--- src/rtl/dma_master_if.sv ---
// Bus bundle for dma_master: CPU-facing config port plus the sys_bus master1 beat port.
interface dma_master_if;
  logic        dma_we;
  logic [31:0] dma_adr;
  logic [31:0] dma_wdata;
  logic [31:0] dma_rdata;
  logic        mst_request;
  logic        mst_we;
  logic [31:0] mst_adr;
  logic [31:0] mst_wdata;
  logic [31:0] mst_rdata;
  logic        mst_grant;
  logic        int_sig_o;

  modport master (
    input  dma_we, dma_adr, dma_wdata, mst_rdata, mst_grant,
    output dma_rdata, mst_request, mst_we, mst_adr, mst_wdata, int_sig_o
  );

  modport slave (
    output dma_we, dma_adr, dma_wdata, mst_rdata, mst_grant,
    input  dma_rdata, mst_request, mst_we, mst_adr, mst_wdata, int_sig_o
  );
endinterface

--- src/rtl/dma_master.sv ---
// Word-copy DMA engine acting as sys_bus master1, programmed through a slave register port.
// Optional fill mode (write SRC value repeatedly to DST) is enabled by defining DMA_FILL_EN.
module dma_master #(
  parameter int unsigned LEN_WIDTH = 16
) (
  input  logic         clk,
  input  logic         rst,
  dma_master_if.master bus
);

  localparam logic [1:0] S_IDLE = 2'd0;
  localparam logic [1:0] S_RD   = 2'd1;
  localparam logic [1:0] S_WR   = 2'd2;
  localparam logic [1:0] S_FIN  = 2'd3;

  logic [1:0]           r_state;
  logic [1:0]           w_state_nxt;
  logic [29:0]          r_src;
  logic [29:0]          r_dst;
  logic [LEN_WIDTH-1:0] r_len;
  logic [31:0]          r_buf;
  logic                 r_ie;
  logic                 r_done;
  logic                 r_aborted;

  logic       w_busy;
  logic [2:0] w_sel;
  logic       w_ctrl_wr;
  logic       w_stat_wr;
  logic       w_start;
  logic       w_abort;
  logic       w_grant;
  logic       w_advance;
  logic       w_fill;
  logic       w_fill_start;
  logic       w_unused;

  assign w_busy    = (r_state != S_IDLE);
  assign w_sel     = bus.dma_adr[4:2];
  assign w_ctrl_wr = bus.dma_we && (w_sel == 3'd0);
  assign w_stat_wr = bus.dma_we && (w_sel == 3'd1);
  assign w_start   = w_ctrl_wr && bus.dma_wdata[0] && !w_busy;
  assign w_abort   = w_ctrl_wr && bus.dma_wdata[2] && ((r_state == S_RD) || (r_state == S_WR));
  assign w_grant   = bus.mst_request && bus.mst_grant;
  assign w_unused  = &{1'b0, bus.dma_adr[31:5], bus.dma_adr[1:0]};

`ifdef DMA_FILL_EN
  logic r_fill;

  always_ff @(posedge clk or posedge rst) begin
    if (rst)            r_fill <= 1'b0;
    else if (w_ctrl_wr) r_fill <= bus.dma_wdata[3];
  end

  assign w_fill       = r_fill;
  // A START written together with FILL must already take the fill path.
  assign w_fill_start = w_ctrl_wr ? bus.dma_wdata[3] : r_fill;
`else
  assign w_fill       = 1'b0;
  assign w_fill_start = 1'b0;
`endif

  // Next-state logic; abort beats a same-cycle grant and suppresses counter advance.
  always_comb begin
    w_state_nxt = r_state;
    w_advance   = 1'b0;
    case (r_state)
      S_IDLE: if (w_start && (r_len != '0)) w_state_nxt = w_fill_start ? S_WR : S_RD;
      S_RD: begin
        if (w_abort)      w_state_nxt = S_IDLE;
        else if (w_grant) w_state_nxt = S_WR;
      end
      S_WR: begin
        if (w_abort) begin
          w_state_nxt = S_IDLE;
        end else if (w_grant) begin
          w_advance   = 1'b1;
          w_state_nxt = (r_len == LEN_WIDTH'(1)) ? S_FIN : (w_fill ? S_WR : S_RD);
        end
      end
      S_FIN:   w_state_nxt = S_IDLE;
      default: w_state_nxt = S_IDLE;
    endcase
  end

  always_ff @(posedge clk or posedge rst) begin
    if (rst) r_state <= S_IDLE;
    else     r_state <= w_state_nxt;
  end

  // Working registers, config writes and status flags.
  always_ff @(posedge clk or posedge rst) begin
    if (rst) begin
      r_src     <= '0;
      r_dst     <= '0;
      r_len     <= '0;
      r_buf     <= '0;
      r_ie      <= 1'b0;
      r_done    <= 1'b0;
      r_aborted <= 1'b0;
    end else begin
      if ((r_state == S_RD) && w_grant && !w_abort) r_buf <= bus.mst_rdata;

      if (w_advance) begin
        if (!w_fill) r_src <= r_src + 30'd1;
        r_dst <= r_dst + 30'd1;
        r_len <= r_len - LEN_WIDTH'(1);
      end else if (bus.dma_we && !w_busy) begin
        case (w_sel)
          3'd2:    r_src <= bus.dma_wdata[31:2];
          3'd3:    r_dst <= bus.dma_wdata[31:2];
          3'd4:    r_len <= bus.dma_wdata[LEN_WIDTH-1:0];
          default: ;
        endcase
      end

      if (w_ctrl_wr) r_ie <= bus.dma_wdata[1];

      // Set sources win over the CPU's W1C in the same cycle.
      if ((r_state == S_FIN) || (w_start && (r_len == '0))) r_done <= 1'b1;
      else if (w_start)                                     r_done <= 1'b0;
      else if (w_stat_wr && bus.dma_wdata[1])               r_done <= 1'b0;

      if (w_abort)                            r_aborted <= 1'b1;
      else if (w_start)                       r_aborted <= 1'b0;
      else if (w_stat_wr && bus.dma_wdata[2]) r_aborted <= 1'b0;
    end
  end

  always_comb begin
    bus.dma_rdata = '0;
    case (w_sel)
      3'd0:    bus.dma_rdata = {28'd0, w_fill, 1'b0, r_ie, 1'b0};
      3'd1:    bus.dma_rdata = {29'd0, r_aborted, r_done, w_busy};
      3'd2:    bus.dma_rdata = {r_src, 2'b00};
      3'd3:    bus.dma_rdata = {r_dst, 2'b00};
      3'd4:    bus.dma_rdata = 32'(r_len);
      default: bus.dma_rdata = '0;
    endcase
  end

  // Beat outputs decode straight from registered state, so reset drops them at once.
  assign bus.mst_request = (r_state == S_RD) || (r_state == S_WR);
  assign bus.mst_we      = (r_state == S_WR);
  assign bus.mst_adr     = (r_state == S_RD) ? {r_src, 2'b00} :
                           (r_state == S_WR) ? {r_dst, 2'b00} : 32'd0;
  assign bus.mst_wdata   = (r_state != S_WR) ? 32'd0 :
                           (w_fill ? {r_src, 2'b00} : r_buf);
  assign bus.int_sig_o   = r_done && r_ie;

endmodule
--- src/flat_wrapper.sv ---
// flat-port wrapper written by rule: the top's interface ports become plain ports
module dma_master_flat 
#(
  parameter int unsigned LEN_WIDTH = 16
)
  (clk, rst, bus_dma_we, bus_dma_adr, bus_dma_wdata, bus_mst_rdata, bus_mst_grant, bus_dma_rdata, bus_mst_request, bus_mst_we, bus_mst_adr, bus_mst_wdata, bus_int_sig_o);
  dma_master_if bus_i ();
  input  logic clk;
  input  logic rst;
  input wire logic [$bits(bus_i.dma_we)-1:0] bus_dma_we;
  input wire logic [$bits(bus_i.dma_adr)-1:0] bus_dma_adr;
  input wire logic [$bits(bus_i.dma_wdata)-1:0] bus_dma_wdata;
  input wire logic [$bits(bus_i.mst_rdata)-1:0] bus_mst_rdata;
  input wire logic [$bits(bus_i.mst_grant)-1:0] bus_mst_grant;
  output wire logic [$bits(bus_i.dma_rdata)-1:0] bus_dma_rdata;
  output wire logic [$bits(bus_i.mst_request)-1:0] bus_mst_request;
  output wire logic [$bits(bus_i.mst_we)-1:0] bus_mst_we;
  output wire logic [$bits(bus_i.mst_adr)-1:0] bus_mst_adr;
  output wire logic [$bits(bus_i.mst_wdata)-1:0] bus_mst_wdata;
  output wire logic [$bits(bus_i.int_sig_o)-1:0] bus_int_sig_o;
  assign bus_i.dma_we = bus_dma_we;
  assign bus_i.dma_adr = bus_dma_adr;
  assign bus_i.dma_wdata = bus_dma_wdata;
  assign bus_i.mst_rdata = bus_mst_rdata;
  assign bus_i.mst_grant = bus_mst_grant;
  assign bus_dma_rdata = bus_i.dma_rdata;
  assign bus_mst_request = bus_i.mst_request;
  assign bus_mst_we = bus_i.mst_we;
  assign bus_mst_adr = bus_i.mst_adr;
  assign bus_mst_wdata = bus_i.mst_wdata;
  assign bus_int_sig_o = bus_i.int_sig_o;
  dma_master #(.LEN_WIDTH(LEN_WIDTH)) u_core (.clk(clk), .rst(rst), .bus(bus_i));
endmodule
--- config.mk ---
export PLATFORM = sky130hd
export DESIGN_NAME = dma_master_flat
export DESIGN_NICKNAME = d
export VERILOG_FILES = /design/src/rtl/dma_master_if.sv /design/src/rtl/dma_master.sv /design/src/flat_wrapper.sv
export SDC_FILE = /design/constraint.sdc
export NUM_CORES = 1
export LEC_CHECK = 0
export ABC_AREA = 1
export CAP_MARGIN = 20
export CORE_UTILIZATION = 55
export CTS_CLUSTER_DIAMETER = 40
export DETAILED_ROUTE_END_ITERATION = 10
export DONT_BUFFER_PORTS = 1
export GPL_ROUTABILITY_DRIVEN = 0
export HOLD_SLACK_MARGIN = 0.12
export MAX_ROUTING_LAYER = met4
export PLACE_DENSITY = 0.7
export SYNTH_ARGS = -nofsm -noshare
export SYNTH_HDL_FRONTEND = slang
export SYNTH_SLANG_ARGS = --single-unit
--- constraint.sdc ---
create_clock -name clk -period 4.1 [get_ports clk]
set_clock_uncertainty 0.1 [all_clocks]
set_input_delay 0.615 -clock clk [delete_from_list [all_inputs] [get_ports clk]]
set_output_delay 0.615 -clock clk [all_outputs]
set_load 0.01 [all_outputs]
# == Word-level counts from Yosys, hierarchy flattened ==
# Index checks and enable logic that the tools add are counted.
# W data, S select, Z words.
# word_totals
regBits,113
latch_bits,0
ram_bits,0
mem_bits_ro,0
word_cells,86
memories,0
# op_classes
add_sub_neg,3
n_mul,0
div_mod_pow,0
magnitude_cmp,0
eq_ne,12
shifts,0
n_mux,29
bitwise,0
reduce_logical,34
# op_table
operator,count
$mux W30,6
$pmux W32 S5,1
$mux W32,3
$add A30 B1 Y30 const B,2
$mux W16,3
$eq A16 B1 Y1 const B,1
$logic_not A16 Y1,1
$reduce_bool A16 Y1,1
$sub A16 B1 Y16 const B,1
$logic_and A1 B1 Y1,15
$mux W2,6
$reduce_bool A2 Y1,5
$mux W1,9
$pmux W2 S4,1
$eq A3 B2 Y1 const B,2
$ne A3 B1 Y1 const B,2
$reduce_and A2 Y1,3
$reduce_bool A3 Y1,2
$eq A2 B2 Y1 const B,2
$eq A3 B1 Y1 const B,1
$eq A3 B3 Y1 const B,1
$logic_not A3 Y1,1
$reduce_and A3 Y1,1
$eq A2 B1 Y1 const B,1
other kinds (5),7

# == Depth between registers and ports, before layout ==
# logic_depth
depth_word,8
ltp_mapped,12
mapped_depth_nobuf,11

# == Worst setup path before layout ==
# Ideal clock, no wire load.
# synth_path
path_kind,in2out
startpoint,in bus_dma_adr[2]
endpoint,out bus_dma_rdata[14]
t_arrival_ns,1.533
slack_ns,1.852
stages,5
cell_sequence,nor3_2 -> buf_2 -> inv_1 -> clkbuf_1 -> o211ai_1
# synth_between
elab_chain_len,2
word_cells_on_any_way,6
classes_between,4 x eq/ne; 1 x mux; 1 x reduce/logical
# synth_rtl
element,line_no,text
from (decl),flat_wrapper.sv:11,input wire logic [$bits(bus_i.dma_adr)-1:0] bus_dma_adr;
$eq A3 B3 Y1 (tied with other cells),dma_master.sv:132,case (w_sel)
$pmux W32 S5 *,dma_master.sv:132,
to (decl),flat_wrapper.sv:15,output wire logic [$bits(bus_i.dma_rdata)-1:0] bus_dma_rdata;
# Mark *: on every way between the ends. The rest lies on a longest branch, timed or not.

# == Final worst setup path ==
# layout_path
startpoint,in bus_dma_adr[2]
endpoint,out bus_dma_rdata[13]
# The elaborated chain is that of the path after synthesis.

==> reports/results.tsv <==
stage	metric	value	unit
global_routing	grt ovf	0	
timing	fin. max-slew vios	0	
route	Vias/cell	5.718	
clocking	Post-CTS Setup Inserts	0	
power	Cell Int Power	3.469	mW
route	Final ANT Viol Nets	0	
yosys	most frequent cell after synthesis	nand2_1	
power	Switching Fraction	0.4672	
finish	Nets	1389	
yosys	EDFF count, synth	0	
setup_path	Worst Path Required	3380	ps
yosys	Mean Syn Cell Area	6.429	µm²
job	maxcap violations	0	
yosys	#FFs+latches synth	113	
die	Die Span Y	124.4	µm
die	Die Width	124.4	µm
min_path	Hold Crit Class	input pin to async pin	
global_routing	vias in the first global route	7496	
route	WL/cell	17.41	µm
die	std cell rows	44	
route	routed vias	8451	
clocking	Clock Tree Buf Depth	2	
clocking	Clock Sinks	113	
timing	final worst slack	891.2	ps
yosys	dominant cell type by area after synthesis	dfrtp_1	
clocking	CTS clock-pin slew for the worst setup and hold paths	60	ps
finish	share of cells above drive strength 1	0.06182	
power	P_sw	3.042	mW
route	DRC errors left	0	
clocking	total CTS buffers	17	
finish	post-layout util	0.6149	
die	core area	14590	µm²
power	P_leak	4.541	nW
timing	final setup vio count	0	
power	power density cells	725.8	nW/µm²
die	I/O Pins	199	
timing	Tmin final	3209	ps
yosys	ys async rst share	1.000	
timing	worst slew pin tran	905.1	ps
power	VDD IR max	0.4141	mV
yosys	post-synthesis cell count	1282	
yosys	post-synthesis sequential area ratio	0.3431	
timing	slew margin rel.	0.3966	
finish	antenna cell count	0	
yosys	area share of the largest cell type after synthesis	0.3431	
route	DRT iter0 DRCs	1107	
route	DR pass1 iterations	6	
clocking	hold_buf cts	0	
setup_path	crit end category	output port	
yosys	Synth top cells by count	424 x nand2_1, 208 x inv_1, 120 x nor2_1, 113 x dfrtp_1, 101 x nand3_1	
yosys	YS warnings	0	
clocking	Max H-tree Level	4	
finish	P&R area growth vs syn	8.851	%
global_routing	antenna violations before repair	0	
route	total wire length	25740	µm
clocking	post-cts sizing count	0	
yosys	Cell Area, Synth	8242	µm²
global_routing	Global Route Usage Sum	0.3468	
timing	Fmax	0.3116	GHz
yosys	Synth Flop Type	dfrtp_1	
die	die area	15480	µm²
yosys	Synth cell types	37	
power	Sequential Power Share	0.342	
placed_design	pre-CTS setup slack	863.8	ps
clocking	Clk Latency, worst-skew pair	430	ps
clocking	CTS tree	built	
timing	final setup TNS	0	ps
placed_design	port bufs	0	
status	outcome	finished, final reports clean	
yosys	Synth area leaders	dfrtp_1 34%, nand2_1 19%, inv_1 9.5%	
timing	fin crit share	0.7826	
placed_design	HPWL Detailed	18900	µm
die	Initial Utilization	0.5649	
setup_path	Crit Path Class	input pin to output port	
power	Clock power frac	0.234	
power	Combinational Power Share	0.423	
clocking	Root Buffer	clkbuf_16	
setup_path	Startpoint Class	input pin	
global_routing	largest net degree at the start of global routing	71	
global_routing	first-pass GRT wire length	40700	µm
setup_path	crit path DAT	2490	ps
timing	RSZ-0062 raised after global routing	false	
timing	Final Hold Vio Count	0	
setup_path	CP max FO	21	
layer usage:
| layer | GRT usage | routed length [µm] | up-vias |
|---|---|---|---|
| met2 | 0.5167 | 11510 | 478 |
| met1 | 0.4650 | 10880 | 3858 |
| met4 | 0.1233 | 794 | 0 |
| li1 | - | - | 4057 |
| met5 | - | 0 | - |
| met3 | 0.07560 | 2554 | 58 |
metrics by stage:
step | hold WS [ps] | power, mW | instances | cell area, µm²
after floorplan | 352.9 | 4.115 | 1283 | 8245
after global placement | 366.1 | 4.841 | 1445 | 8354
after detailed placement | 373.1 | 4.901 | 1445 | 8354
after CTS | 192.2 | 6.437 | 1477 | 8951
after global routing | 211.6 | 6.971 | 1478 | 8971
final | 142.1 | 6.511 | 1478 | 8971
kinds of logic after synthesis:
family | count (synthesis) | synth area share
other | 1 | 0.0004550
AOI/OAI and AO/OA | 182 | 0.1344
buffers and inverters | 267 | 0.1404
adders and majority gates | 8 | 0.01215
and+or+nand+nor | 686 | 0.3429
xor gates and xnor gates | 25 | 0.02657
DFF | 113 | 0.3431
state kept, by name (all words and copies together) (netlist names):
register and flops:
u_core.r_done 1, u_core.r_len 16, u_core.r_dst 30, u_core.r_src 30, u_core.r_state 2, u_core.r_aborted 1
u_core.r_ie 1, u_core.r_buf 32
power groups by stage:
| stage | Combinational, mW | Sequential, mW | Clock [mW] |
|---|---|---|---|
| after floorplan | 2.08 | 2.04 | 0 |
| after global placement | 2.63 | 2.21 | 0 |
| after detailed placement | 2.70 | 2.21 | 0 |
| after CTS | 2.70 | 2.20 | 1.53 |
| after global routing | 3.08 | 2.31 | 1.59 |
| final | 2.76 | 2.23 | 1.53 |
area by class of cell:
class / count / area, µm²
clock inverter: 15 / 171.4
tap: 184 / 230.2
fill: 1389 / 5618
sequential: 113 / 2828
timing repair buffer: 28 / 235.2
multi-input combinational: 903 / 4260
inverter: 218 / 820.8
clock buffer: 17 / 425.4
cells in the final DEF, fill, tap and decap left out, types with 3 or more instances in the layout:
cell type	Yosys	layout
clkinv_4	0	4
inv_1	208	206
nor2_1	120	120
clkbuf_16	0	17
o22ai_1	43	43
nor2_2	3	3
inv_6	0	7
a21oi_1	11	11
o211ai_1	32	32
ha_1	8	8
clkinv_1	4	4
o21ai_1	5	5
nor3_1	15	15
o221ai_1	14	14
inv_2	6	7
xor2_1	25	25
dfrtp_1	113	113
nand2_1	424	424
buf_4	5	26
o21ai_0	73	73
nand3_1	101	101
nand4_1	10	10
final timing paths:
kind                              startpoint                end  slack (ps)  cells past startpoint
max                           bus_dma_adr[2]  bus_dma_rdata[13]         890                      3
min                                      rst   u_core.r_buf[31]         140                      1
max reg2reg                u_core.r_state[0]    u_core.r_dst[8]        1310                     10
min reg2reg                 u_core.r_buf[27]   u_core.r_buf[27]         390                      2
max in group asynchronous                rst    u_core.r_dst[2]        2840                      2
min in group clk           bus_mst_rdata[27]   u_core.r_buf[27]         220                      2
critical path: stages:
cell	delay [ps]
nor3_2	660
inv_1	620
o221ai_1	590
Power figures use the tool's default switching activity.
